File: config.mk
export PLATFORM = sky130hd
export DESIGN_NAME = adc_lane_serializer
export DESIGN_NICKNAME = d
export VERILOG_FILES = /design/src/rtl/adc_if_pkg.sv /design/src/rtl/adc_lane_shift.sv /design/src/rtl/adc_lane_serializer.sv
export SDC_FILE = /design/constraint.sdc
export NUM_CORES = 1
export LEC_CHECK = 0
export CAP_MARGIN = 20
export CORE_ASPECT_RATIO = 1.25
export CORE_MARGIN = 4
export CORE_UTILIZATION = 45
export DETAILED_ROUTE_END_ITERATION = 7
export PLACE_DENSITY_LB_ADDON = 0.3
export SETUP_SLACK_MARGIN = 0.1
export SLEW_MARGIN = 20
export SYNTH_ARGS = -nofsm -noshare
export SYNTH_HDL_FRONTEND = slang
export SYNTH_SLANG_ARGS = --single-unit
File: constraint.sdc
create_clock -name dco -period 2.94 [get_ports dco]
set_input_delay 0.588 -clock dco [delete_from_list [all_inputs] [get_ports dco]]
set_output_delay 0.588 -clock dco [all_outputs]
set_load 0.02 [all_outputs]
File: src/rtl/adc_if_pkg.sv
// Shared definitions for the ADC lane serializer.
// Holds the test-pattern source encodings, the serializer states and the
// fixed pattern words used by the ramp/checkerboard/midscale generators.
package adc_if_pkg;

    localparam int unsigned RAMP_W = 14;

    // Source select on the mode input
    typedef enum logic [1:0] {
        MODE_DIN      = 2'd0,
        MODE_RAMP     = 2'd1,
        MODE_CHECKER  = 2'd2,
        MODE_MIDSCALE = 2'd3
    } adc_mode_e;

    typedef enum logic {
        ST_IDLE = 1'b0,
        ST_RUN  = 1'b1
    } ser_state_e;

    localparam logic [RAMP_W-1:0] CHECKER_A      = 14'h2AAA;
    localparam logic [RAMP_W-1:0] CHECKER_B      = 14'h1555;
    localparam logic [RAMP_W-1:0] FIXED_MIDSCALE = 14'h2000;

    // Midscale code for a given sample width (MSB set, rest clear)
    function automatic logic [15:0] midscale(input int unsigned width);
        return 16'(1) << (width - 1);
    endfunction

endpackage

File: src/rtl/adc_lane_shift.sv
// One serial lane: WIDTH-bit register that parallel-loads a word and then
// shifts left two bits per clock, presenting its top two bits as a DDR pair.
//   clk, rst_n : clock, async active-low reset
//   load_i     : load word_i (takes priority over shift_i)
//   shift_i    : shift left by two, zero fill
//   word_i     : parallel word to load
//   q1_o/q2_o  : rising-edge / falling-edge bit of the current pair
module adc_lane_shift
    import adc_if_pkg::*;
#(
    parameter int unsigned WIDTH = 14
) (
    input  logic             clk,
    input  logic             rst_n,
    input  logic             load_i,
    input  logic             shift_i,
    input  logic [WIDTH-1:0] word_i,
    output logic             q1_o,
    output logic             q2_o
);

    logic [WIDTH-1:0] sr_q;
    logic [WIDTH-1:0] sr_d;

    // Load / shift-by-two next state
    always_comb begin
        sr_d = sr_q;
        if (load_i) begin
            sr_d = word_i;
        end else if (shift_i) begin
            sr_d = {sr_q[WIDTH-3:0], 2'b00};
        end
    end

    always_ff @(posedge clk or negedge rst_n) begin
        if (!rst_n) begin
            sr_q <= '0;
        end else begin
            sr_q <= sr_d;
        end
    end

    assign q1_o = sr_q[WIDTH-1];
    assign q2_o = sr_q[WIDTH-2];

endmodule

File: src/rtl/adc_lane_serializer.sv
// LVDS-style ADC output serializer: LANES data lanes, WIDTH bits per sample,
// two bits per dco cycle (MSB first) plus a frame clock bit pair.
//   dco, rst_n        : bit clock, async active-low reset
//   en                : run request, honoured only at frame boundaries
//   mode              : source select (din, ramp, checkerboard, midscale)
//   inv_mask          : per-lane inversion, sampled at the boundary
//   din/din_valid     : parallel samples, accepted when din_ready is high
//   din_ready         : boundary & en & din mode
//   dq1/dq2           : per-lane DDR bit pair
//   fco_q1/fco_q2     : frame clock bit pair
//   frame_start       : high while the MSB pair is on dq
//   underflow_cnt     : frames sent with no din available (saturating)
// RAMP_INIT sets the reset value of the ramp generator (0 in normal use).
module adc_lane_serializer
    import adc_if_pkg::*;
#(
    parameter int unsigned       LANES     = 8,
    parameter int unsigned       WIDTH     = 14,
    parameter logic [RAMP_W-1:0] RAMP_INIT = '0
) (
    input  logic                   dco,
    input  logic                   rst_n,
    input  logic                   en,
    input  logic [1:0]             mode,
    input  logic [LANES-1:0]       inv_mask,
    input  logic [LANES*WIDTH-1:0] din,
    input  logic                   din_valid,
    output logic                   din_ready,
    output logic [LANES-1:0]       dq1,
    output logic [LANES-1:0]       dq2,
    output logic                   fco_q1,
    output logic                   fco_q2,
    output logic                   frame_start,
    output logic [15:0]            underflow_cnt
);

    localparam int unsigned       HALF     = WIDTH / 2;
    localparam int unsigned       PW       = $clog2(HALF);
    localparam logic [PW-1:0]     P_LAST   = PW'(HALF - 1);
    localparam logic [PW-1:0]     P_FCO    = PW'(WIDTH / 4);
    localparam bit                FCO_MID  = (HALF % 2) == 1;
    localparam logic [WIDTH-1:0]  MIDSCALE = WIDTH'(midscale(WIDTH));

    ser_state_e        state_q, state_d;
    logic [PW-1:0]     p_q, p_d;
    logic [RAMP_W-1:0] ramp_q, ramp_d;
    logic              cb_q, cb_d;
    logic [15:0]       ucnt_q, ucnt_d;
    logic              fco1_q, fco1_d;
    logic              fco2_q, fco2_d;
    logic              fs_q, fs_d;

    adc_mode_e         mode_e;
    logic              boundary;
    logic              shift;
    logic              use_din;
    logic [WIDTH-1:0]  common_word;

    // Frame boundary and sample handshake; ready is held low during reset
    always_comb begin
        mode_e    = adc_mode_e'(mode);
        boundary  = (state_q == ST_IDLE) ? en : (p_q == P_LAST);
        din_ready = rst_n && boundary && en && (mode_e == MODE_DIN);
    end

    // Next state, pattern generators and frame-clock outputs
    always_comb begin
        state_d     = state_q;
        p_d         = p_q;
        ramp_d      = ramp_q;
        cb_d        = cb_q;
        ucnt_d      = ucnt_q;
        shift       = 1'b0;
        use_din     = 1'b0;
        common_word = '0;
        fco1_d      = 1'b0;
        fco2_d      = 1'b0;
        fs_d        = 1'b0;

        if (boundary) begin
            p_d = '0;
            if (en) begin
                state_d = ST_RUN;
                unique case (mode_e)
                    MODE_DIN: begin
                        if (din_valid) begin
                            use_din = 1'b1;
                        end else begin
                            common_word = MIDSCALE;
                            if (ucnt_q != 16'hFFFF) begin
                                ucnt_d = ucnt_q + 16'd1;
                            end
                        end
                    end
                    MODE_RAMP: begin
                        common_word = WIDTH'(ramp_q);
                        ramp_d      = ramp_q + RAMP_W'(1);
                    end
                    MODE_CHECKER: begin
                        common_word = cb_q ? WIDTH'(CHECKER_B) : WIDTH'(CHECKER_A);
                        cb_d        = ~cb_q;
                    end
                    MODE_MIDSCALE: begin
                        common_word = WIDTH'(FIXED_MIDSCALE);
                    end
                    default: ;
                endcase
            end else begin
                // Lanes load zero so IDLE outputs are quiet; checkerboard restarts
                state_d = ST_IDLE;
                cb_d    = 1'b0;
            end
        end else if (state_q == ST_RUN) begin
            p_d   = p_q + PW'(1);
            shift = 1'b1;
        end

        // Frame clock: high for the first half of the frame, split pair when odd
        if (state_d == ST_RUN) begin
            fs_d = (p_d == '0);
            if (p_d < P_FCO) begin
                fco1_d = 1'b1;
                fco2_d = 1'b1;
            end else if (FCO_MID && (p_d == P_FCO)) begin
                fco1_d = 1'b1;
            end
        end
    end

    always_ff @(posedge dco or negedge rst_n) begin
        if (!rst_n) begin
            state_q <= ST_IDLE;
            p_q     <= '0;
            ramp_q  <= RAMP_INIT;
            cb_q    <= 1'b0;
            ucnt_q  <= '0;
            fco1_q  <= 1'b0;
            fco2_q  <= 1'b0;
            fs_q    <= 1'b0;
        end else begin
            state_q <= state_d;
            p_q     <= p_d;
            ramp_q  <= ramp_d;
            cb_q    <= cb_d;
            ucnt_q  <= ucnt_d;
            fco1_q  <= fco1_d;
            fco2_q  <= fco2_d;
            fs_q    <= fs_d;
        end
    end

    for (genvar i = 0; i < LANES; i++) begin : g_lane
        logic [WIDTH-1:0] lane_word;

        assign lane_word = en ? ((use_din ? din[i*WIDTH +: WIDTH] : common_word)
                                 ^ {WIDTH{inv_mask[i]}})
                              : '0;

        adc_lane_shift #(
            .WIDTH (WIDTH)
        ) u_shift (
            .clk     (dco),
            .rst_n   (rst_n),
            .load_i  (boundary),
            .shift_i (shift),
            .word_i  (lane_word),
            .q1_o    (dq1[i]),
            .q2_o    (dq2[i])
        );
    end

    assign fco_q1        = fco1_q;
    assign fco_q2        = fco2_q;
    assign frame_start   = fs_q;
    assign underflow_cnt = ucnt_q;

endmodule

==> results.md, run 1 <==
- Combinational group share of total power: 37.8%
- Place WS: 133 ps
- Setup bufs post-CTS: 0
- Internal: 5.50 mW
- Flops & latches, synth: 150
- Critical R2R Capture: g_lane[2].u_shift.sr_q[3]
- CP arrival: 2770 ps
- LEAKAGE: 4.90 nW
- Post-synth ARST share: 100%
- Crit path from: p_q[0]
- Initial detailed-routing violation count: 862
- Cell family with most CP delay: compound AO/OA/AOI/OAI gates
- First-pass GRT wire length: 47300 microns
- Synth top area cells: dfrtp_1 39%, nor2_1 6.5%, o21ai_0 5.9%, a221o_1 4.4%, a21oi_1 3.8%
- Die footprint: 23600 sq um
- Ys flop type: dfrtp_1
- Post-synth top area share: 39.3%
- Clock Path Buffers: 2
- GRT overflow: 0
- Number of diodes: 0
- Final Util: 57.6%
- CP max stage cell: o21ai_2
- Drc violations: 0
- Avg Vias per Cell: 6.05
- RSZ-0062 raised after global routing: no
- Peak VDD IR: 516 uV
- CP Launch Type: register
- Post-synthesis cell type count: 67
- Reg2Reg Launch Point: p_q[0]
- Starting Density: 45.9%
- CTS root buf: clkbuf_16
- Chip Width: 138 microns
- Drt total wl: 30200 microns
- Fmax: 408 MHz
- Remaining antenna violation count: 0
- RD Place Congestion: 0.859
- First-pass detailed-route iteration total: 5
- Clock share of power: 26.3%
- Worst setup path class: register to register
- Clk_lat worst skew: 440 ps
- CP Max Fanout: 24
- Setup Skew: 9.73 ps
- Core ar.: 20800 sq um
- Setup WS post-layout: 488 ps
- IO Port Bufs: 161
- Main combinational cell family by area after synthesis: compound AO/OA/AOI/OAI gates
- Detailed placement HPWL: 20700 microns
- Antenna violations before repair: 0
- Avg Cell Area, Syn: 8.97 sq um
- Critical Path End: g_lane[2].u_shift.sr_q[3]
- Sw power: 3.25 mW
- Vias in the first global route: 8640
- Register area share after synthesis: 39.3%
- XOR/XNOR Fraction of Synth Area: 5.32%
- Worst Reg-to-Reg Cells: 7
- Crit path capture type: register
- Layout cells sized above 1: 14.6%
- Final worst-path cycle share: 83.4%
- Post-Syn Instances: 1064
- I/O Pins: 162
- Post-synth top cells: 165 x nor2_1, 150 x dfrtp_1, 113 x o21ai_0
- Ys Warns: 0
- Worst Tran Pin Value: 1000 ps
- # clock sinks: 150
- Leading area contributor after synthesis: dfrtp_1
- Flop2flop setup slack: 490 ps
- Post-CTS Hold Fix Bufs: 0
- HP Class: primary input to asynchronous set/reset pin
- Slew headroom: 33.3%
- Max-Cap Viols: 0
- Final hold violations: 0
- Placed cell areas: 11400 sq um
- Crit-path cells: inv_1 > ha_2 > a21bo_4 > nand2_4 > o21ai_2 > o21ai_0 > a221o_1
- Most frequent cell after synthesis: nor2_1
- CP required: 3260 ps
- Post-synth EDFFs: 0
- Synth Area in Compound Gates: 28.6%
- Adder-cell area share of the yosys netlist: 0.524%
- Setup tns final: 0 ps
- Final setup vio count: 0
- Slew Viols, Final: 0
- Global Route Usage Sum: 25.1%
- CP max stage delay: 470 ps
- Die Ht: 171 microns
- Sequential group share of total power: 35.9%
- Status: complete, no violations
- Fin crit period: 2450 ps
- TritonCTS clock tree: yes
- Nets@finish: 1320
- Largest net degree at the start of global routing: 151
- Routed length per instance: 20.5 microns
- Cell area after layout: 12000 sq um
- Pwr per Cell Area: 729 nW/um^2
- Synth Cell Area: 9550 sq um
- H-tree Lvls: 4
- CTS buffer count: 17
- Sw Ratio: 37.1%
- Row cnt: 59
- Area delta synth->final: 25.6%
- Buf/Inv on CP: 1
- Synth Area in Simple Gates: 19.1%
- Via count: 8932
- Clock transition at path regs: 60 ps
- Critical Path Stages: 7
- Post-synthesis net count: 1194
- Post-synthesis mux area share: 0.799%
per-stage QoR:
step | hold slack, ps | cells | power [mW]
2_1_floorplan | 292 | 1064 | 5.35
3_5_place_dp | 471 | 1445 | 6.43
5_1_grt | 365 | 1477 | 9.21
6_report | 196 | 1477 | 8.75
3_3_place_gp | 463 | 1445 | 6.34
4_1_cts | 367 | 1477 | 8.74
what timing repair did:
item | in CTS | in global routing
setup endpoints to repair | 1 | 1
cloned | 0 | 0
resized for setup | 1 | 1
hold endpoints to repair | 0 | 0
cells in the final DEF, fill, tap and decap left out, drive strengths merged, types with 2 or more instances in the layout:
cell             n
and4             2
nor3            44
nand3            8
mux2             3
a221oi          32
bufinv           3
nor2b            8
a22oi           31
clkinvlp         4
clkinv           4
xnor2           35
a2bb2oi          4
nor2           191
dfrtp          150
ha               4
a211oi           8
clkbuf          18
a21oi           77
nand2b           7
mux2i            3
buf             46
inv             13
a21o             2
o2bb2ai          3
xor2            23
nand2           86
clkdlybuf4s50  159
a32o             7
a221o           42
o21ai          138
o311ai           8
and3            11
nand4            7
o221a            3
routing by layer:
layer | track usage, % | wire, microns
met5 | 0 | 0
met4 | 9.93 | 900
met3 | 4.75 | 2290
met2 | 40.8 | 14300
met1 | 33.5 | 12700
worst register-to-register path: stages (launching register included):
cell	delay, ps
dfrtp_1	400
inv_1	70
ha_2	260
a21bo_4	320
nand2_4	300
o21ai_2	480
o21ai_0	170
a221o_1	320
state kept, by name, indices dropped and copies added (netlist names):
name                 cells
ramp_q                  14
cb_q                     1
state_q                  1
p_q                      3
fco_q2                   1
fco_q1                   1
g_lane.u_shift.sr_q    112
frame_start              1
underflow_cnt           16
power groups by stage:
stage | registers [mW] | clock network [mW] | logic [mW]
floorplan | 3.04 | 0 | 2.31
global placement | 3.15 | 0 | 3.19
detailed placement | 3.15 | 0 | 3.28
CTS | 3.13 | 2.33 | 3.29
global route | 3.20 | 2.41 | 3.60
finish | 3.14 | 2.30 | 3.31
logic make-up (layout without fill, tap and decap cells):
group,Yosys count,count (layout)
flip-flops,150,150
adder cells (fa/ha/maj),4,4
AND/OR/NAND/NOR,371,371
buffers and inverters,109,248
AO/OA/AOI/OAI,366,366
multiplexers,6,6
XOR/XNOR,58,58
final cells by class:
type,instances,area [sq um]
Sequential cell,150,3750
Fill cell,1861,8820
Inverter,10,37.5
Tap cell,274,343
Multi-Input combinational cell,805,5200
Timing Repair Buffer,206,2050
Clock buffer,18,439
Clock inverter,14,174
worst min path at each step:
stage	start	to	cells after the start
after floorplan	rst_n	cb_q	0
after global placement	g_lane[0].u_shift.sr_q[1]	g_lane[0].u_shift.sr_q[1]	2
after detailed placement	g_lane[0].u_shift.sr_q[1]	g_lane[0].u_shift.sr_q[1]	2
after CTS	rst_n	underflow_cnt[9]	2
after global routing	rst_n	underflow_cnt[7]	2
final	rst_n	underflow_cnt[7]	2
Note: power is estimated with default switching activity, not from simulation.
==> inputs of run 2 (changes only) <==
- clock period: 2.94 -> 2 ns (I/O delays scaled with it)
==> run 2 against run 1 <==
Against the previous run: sequential power grew 47%; clock power up 45%; worst hold slack lost 98 ps; via count increased by 4.9%; clock skew about the same.
==> results.md, run 2 (same netlist as run 1, synthesis figures left out) <==
- Global route hottest layer: met2
- Worst setup path class: register to output port
- I/O Pins: 162 (unchanged)
- Drt total wl: 31900 microns (+5.5%)
- Drc violations: 0 (unchanged)
- Global Route Usage Sum: 26.1% (+0.98 points)
- Avg Vias per Cell: 5.96 (-1.5%)
- First-pass GRT wire length: 49100 microns (+3.7%)
- Max-Cap Viols: 0 (unchanged)
- Worst Tran Pin Value: 858 ps (-142 ps)
- Clock transition at path regs: 60 ps (about the same)
- Placed cell areas: 12200 sq um (+7.1%)
- Layout cells sized above 1: 22.7% (+8.1 points)
- Final non-filler cell total: 1573 (+6.5%)
- CP Max Fanout: 3 (-88%)
- Status: complete, no violations
- CP required: 1600 ps (-1660 ps)
- CP Launch Type: register
- Met1 GRT Util: 34.1% (+0.66 points)
- Area delta synth->final: 37.9%
- Slew headroom: 42.8% (+9.5 points)
- Remaining antenna violation count: 0 (unchanged)
- Commonest non-fill, non-tap cell in the layout: nor2_1
- Slew Viols, Final: 0 (unchanged)
- LEAKAGE: 5.59 nW (+14%)
- Biggest register: g_lane.u_shift.sr_q
- RSZ-0062 raised after global routing: yes
- Largest net degree at the start of global routing: 151 (unchanged)
- Peak VDD IR: 602 uV (+17%)
- IO Port Bufs: 161 (unchanged)
- Row cnt: 59 (unchanged)
- Routed length per instance: 20.3 microns (-0.98%)
- Nets@finish: 1416 (+7.3%)
- First-pass detailed-route iteration total: 6 (+1)
- Chip Width: 138 microns (unchanged)
- Placed cell count: 1524 (+5.5%)
- Crit path capture type: output port
- Die Ht: 171 microns (unchanged)
- # clock sinks: 150 (unchanged)
- CTS root buf: clkbuf_16
- Fmax: 527 MHz
- RD Place Congestion: 0.878 (+2.2%)
- Met3 Use GR: 3.91% (-0.84 points)
- Final hold violations: 0 (unchanged)
- HP Class: primary input to asynchronous set/reset pin
- Core ar.: 20800 sq um (unchanged)
- Area occupied by multi-input gates: 5380 sq um (+3.5%)
- Setup Skew: 9.73 ps (+0.00456 ps)
- Starting Density: 45.9% (unchanged)
- Register Area: 3750 sq um (unchanged)
- Place WS: -547 ps (-680 ps)
- Setup WS post-layout: 103 ps (-385 ps)
- Pwr per Cell Area: 1040 nW/um^2 (+43%)
- Cell area after layout: 13200 sq um (+9.8%)
- Post-CTS Hold Fix Bufs: 0 (unchanged)
- Fill count: 1735 (-6.8%)
- Final Util: 63.3% (+5.6 points)
- Final worst-path cycle share: 94.9%
- Vias in the first global route: 9094 (+5.3%)
- H-tree Lvls: 4 (unchanged)
- Antenna violations before repair: 0 (unchanged)
- TritonCTS clock tree: yes
- CP arrival: 1500 ps (-1270 ps)
- CTS buffer count: 17 (unchanged)
- Clock Path Buffers: 2 (unchanged)
- Fin crit period: 1900 ps
- Die footprint: 23600 sq um (unchanged)
- Detailed placement HPWL: 22300 microns (+7.5%)
- Flop2flop setup slack: 120 ps (-370 ps)
- Number of flip-flops in the largest register: 112 (unchanged)
- Most frequent cells in the layout: 163 x nor2_1, 150 x dfrtp_1, 147 x clkdlybuf4s50_1
- Final setup vio count: 0 (unchanged)
- Via count: 9374 (+4.9%)
- GRT overflow: 0 (unchanged)
- Initial detailed-routing violation count: 785 (-8.9%)
- Clk_lat worst skew: 430 ps (about the same)
- Number of diodes: 0 (unchanged)
- Met2 usage: 43.9% (+3.1 points)
## run 2: cell count changes in the layout (fill, tap and decap cells not counted), moves of 7 or more
cell / previous run / this run
o21ai_1: 19 / 35
buf_4: 37 / 101
o21ai_0: 113 / 96
a221oi_1: 8 / 1
buf_6: 1 / 11
clkdlybuf4s50_1: 159 / 147
buf_12: 8 / 27
and3_1: 11 / 4
## run 2: layer usage
metal | vias to the layer above | routed length, microns
met3 | 77 | 2450
li1 | 4283 | -
met4 | 0 | 981
met1 | 4535 | 12900
met2 | 479 | 15600
met5 | - | 0
## run 2: power by group
group / leakage [nW] / internal (mW) / switching, mW
registers: 1.99 / 3.92 / 0.700
logic: 3.31 / 2.80 / 2.96
clock network: 0.284 / 2.00 / 1.34
total: 5.59 / 8.71 / 5.00
## run 2: critical path, cell delays in order (launching register included)
cell      delay, ps
dfrtp_1         390
inv_2            80
ha_4            160
a21boi_4         60
nor2_2          110
and3_1          170
buf_6           120
## run 2: cell type report
class	count	share of cell area [%]
multi-input combinational	806	40.8
sequential	150	28.5
timing repair buffer	301	23.2
clock buffer	21	3.42
tap	274	2.60
clock inverter	11	1.13
inverter	10	0.285
## run 2: path summary, 6_finish.rpt
path | from | to | cells after the start
worst max-delay path | p_q[0] | din_ready | 6
max in group asynchronous | rst_n | g_lane[6].u_shift.sr_q[0] | 2
worst max register to register | p_q[0] | underflow_cnt[9] | 9
worst min register to register | g_lane[3].u_shift.sr_q[1] | g_lane[3].u_shift.sr_q[1] | 2
min in group dco | g_lane[3].u_shift.sr_q[1] | g_lane[3].u_shift.sr_q[1] | 2
worst min-delay path | rst_n | underflow_cnt[7] | 2
## run 2: timing repair
action | CTS | global route
setup buffers | 2 | 14
endpoints found under the setup margin | 127 | 83
resized for setup | 30 | 62
pin swaps | 4 | 18
gates cloned | 0 | 1
## run 2: through the flow
stage	total power, mW	hold WS, ps	setup TNS, ps
2_1_floorplan	7.86	104	0
3_3_place_gp	9.85	463	-53140
3_5_place_dp	9.98	472	-57990
4_1_cts	13.4	173	0
5_1_grt	14.4	193	0
6_report	13.7	98.8	0
==> inputs of run 3 (changes only) <==
- CAP_MARGIN: 20 -> not set
- CELL_PAD_IN_SITES_DETAIL_PLACEMENT: not set -> 0
- CELL_PAD_IN_SITES_GLOBAL_PLACEMENT: not set -> 1
- CORE_UTILIZATION: 45 -> 41
- clock period: 2 -> 1.8 ns (I/O delays scaled with it)
==> run 3 against run 2 <==
Against the previous run: the run now ends with negative hold slack, negative setup slack left; setup slack worse by 210 ps; sequential cell count stayed put; critical path depth is 1 higher; clock power is 14% higher; global-route usage hardly changed; sequential share of layout area is 2.4 points lower; die area is 9.2% higher; non-clock buffer count is 42 higher; critical endpoint is now g_lane[1].u_shift.sr_q[7]; highest routed layer unchanged.
==> results.md, run 3 (same netlist as run 1, synthesis figures left out) <==
- CTS root buf: clkbuf_16
- Final setup vio count: 52 (+52)
- Nets@finish: 1461 (+3.2%)
- Status: complete, but fails checks
- GRT overflow: 0 (unchanged)
- Chip Width: 145 microns (+4.5%)
- Area delta synth->final: 51.0%
- Final hold violations: 1 (+1)
- Drt total wl: 35300 microns (+11%)
- IO Port Bufs: 161 (unchanged)
- Layout cells sized above 1: 31.9% (+9.2 points)
- Pwr per Cell Area: 1130 nW/um^2 (+8.6%)
- Post-CTS Hold Fix Bufs: 0 (unchanged)
- Slew Viols, Final: 0 (unchanged)
- First-pass detailed-route iteration total: 5 (-1)
- Clock Path Buffers: 2 (unchanged)
- Peak VDD IR: 720 uV (+20%)
- Placed cell count: 1545 (+1.4%)
- CP Max Fanout: 8 (+5)
- RD Place Congestion: 0.895 (+2.0%)
- Clock transition at path regs: 70 ps (about the same)
- Area occupied by multi-input gates: 5990 sq um (+11%)
- Most frequent cells in the layout: 151 x nor2_1, 147 x dfrtp_1, 121 x clkdlybuf4s50_1
- Clk_lat worst skew: 430 ps (about the same)
- Crit path capture type: register
- HP Class: primary input to asynchronous set/reset pin
- Worst setup path class: register to register
- Slew headroom: 36.7% (-6.1 points)
- Setup Skew: 14.0 ps (+4.25 ps)
- Avg Vias per Cell: 5.85 (-1.9%)
- Biggest register: g_lane.u_shift.sr_q
- CP required: 2110 ps (+510 ps)
- Routed length per instance: 21.7 microns (+6.9%)
- Row cnt: 62 (+5.1%)
- Worst Tran Pin Value: 949 ps (+91.6 ps)
- Initial detailed-routing violation count: 708 (-9.8%)
- CP arrival: 2220 ps (+720 ps)
- Number of diodes: 0 (unchanged)
- RSZ-0062 raised after global routing: yes
- Commonest non-fill, non-tap cell in the layout: nor2_1
- Antenna violations before repair: 0 (unchanged)
- Detailed placement HPWL: 22400 microns (+0.61%)
- Core ar.: 23000 sq um (+10%)
- Fmax: 523 MHz
- Starting Density: 41.6% (-4.3 points)
- Final worst-path cycle share: 106%
- H-tree Lvls: 4 (unchanged)
- Max-Cap Viols: 0 (unchanged)
- Setup WS post-layout: -111 ps (-214 ps)
- Failing checks: negative hold slack, negative setup slack
- First-pass GRT wire length: 51700 microns (+5.3%)
- Register Area: 3760 sq um (about the same)
- Vias in the first global route: 9219 (+1.4%)
- Remaining antenna violation count: 0 (unchanged)
- I/O Pins: 162 (unchanged)
- Final non-filler cell total: 1631 (+3.7%)
- Global Route Usage Sum: 26.1% (about the same)
- Place WS: -604 ps (-57.2 ps)
- TritonCTS clock tree: yes
- # clock sinks: 150 (unchanged)
- CP Launch Type: register
- Fin crit period: 1910 ps
- Fill count: 1890 (+8.9%)
- CTS buffer count: 17 (unchanged)
- Drc violations: 0 (unchanged)
- Via count: 9536 (+1.7%)
- Die footprint: 25800 sq um (+9.2%)
- Hold_ws: -2.43 ps (-101 ps)
- LEAKAGE: 6.15 nW (+10%)
- Die Ht: 179 microns (+4.5%)
- Largest net degree at the start of global routing: 151 (unchanged)
- Number of flip-flops in the largest register: 112 (unchanged)
- Crit path from: p_q[1]
- Reg2Reg Launch Point: p_q[1]
==> run 3: changes by cell type in the layout (fill, tap and decap cells not counted), moves of 7 or more <==
| cell | change |
|---|---|
| nand2_1 | -7 |
| o21ai_0 | -57 |
| a21oi_2 | +7 |
| a21oi_1 | -10 |
| clkdlybuf4s50_1 | -26 |
| dlygate4sd2_1 | +31 |
| nor2_4 | +9 |
| nor2_1 | -12 |
| o21ai_2 | +28 |
| xnor2_2 | +8 |
| xnor2_1 | -8 |
| buf_6 | +34 |
| o21ai_1 | +25 |
==> run 3: path summary, 6_finish.rpt <==
| check | endpoint | slack [ps] | depth (start not counted) |
|---|---|---|---|
| max | g_lane[1].u_shift.sr_q[7] | -110 | 7 |
| min | underflow_cnt[7] | -2 | 2 |
| max reg2reg | g_lane[1].u_shift.sr_q[7] | -110 | 7 |
| min reg2reg | g_lane[2].u_shift.sr_q[1] | 490 | 2 |
| max in group asynchronous | g_lane[5].u_shift.sr_q[8] | 1020 | 2 |
| min in group dco | g_lane[2].u_shift.sr_q[1] | 490 | 2 |
==> run 3: through the flow <==
step           area, sq um  utilization, %  power (mW)  TNS, ps
3_5_place_dp         12200            53.3        11.1   -69340
2_1_floorplan         9600               -        8.80        0
6_report             14400            62.8        16.3    -2960
3_3_place_gp         12200            53.3        11.0   -66070
5_1_grt              14400            62.8        17.1    -7700
4_1_cts              13700            59.6        15.5     -639
==> run 3: timing repair <==
action	CTS	global route
gates resized for setup	233	110
cloned	9	4
buffers inserted	26	16
pin swaps	58	47
endpoints found under the setup margin	175	139
==> run 3: where the power goes <==
group	switching (mW)	leakage (nW)	internal, mW	total (mW)
Combinational	3.75	3.87	3.65	7.41
Sequential	0.735	1.99	4.35	5.09
Clock	1.58	0.290	2.23	3.82
Total	6.07	6.15	10.2	16.3
==> run 3: worst max-delay path: stages (launching register included) <==
cell,delay (ps)
dfrtp_1,410
ha_4,190
a21bo_4,250
buf_12,140
buf_12,120
buf_12,120
and3_4,220
a221o_1,330
==> run 3: routing by layer <==
metal  GRT usage [%]  up-vias  wire length, microns
li1                -     4393                     -
met3            4.51       92                  2230
met5               0        -                     0
met2            41.1      421                 17100
met4            9.72        0                  1210
met1            35.9     4630                 14700
==> run 3: cell type report <==
cell class                 instances  area share, %
clock buffer                      18           3.05
clock inverter                    13           1.18
tap                              288           2.50
inverter                          10          0.260
sequential                       150           26.1
timing repair buffer             343           25.4
multi-input combinational        809           41.6
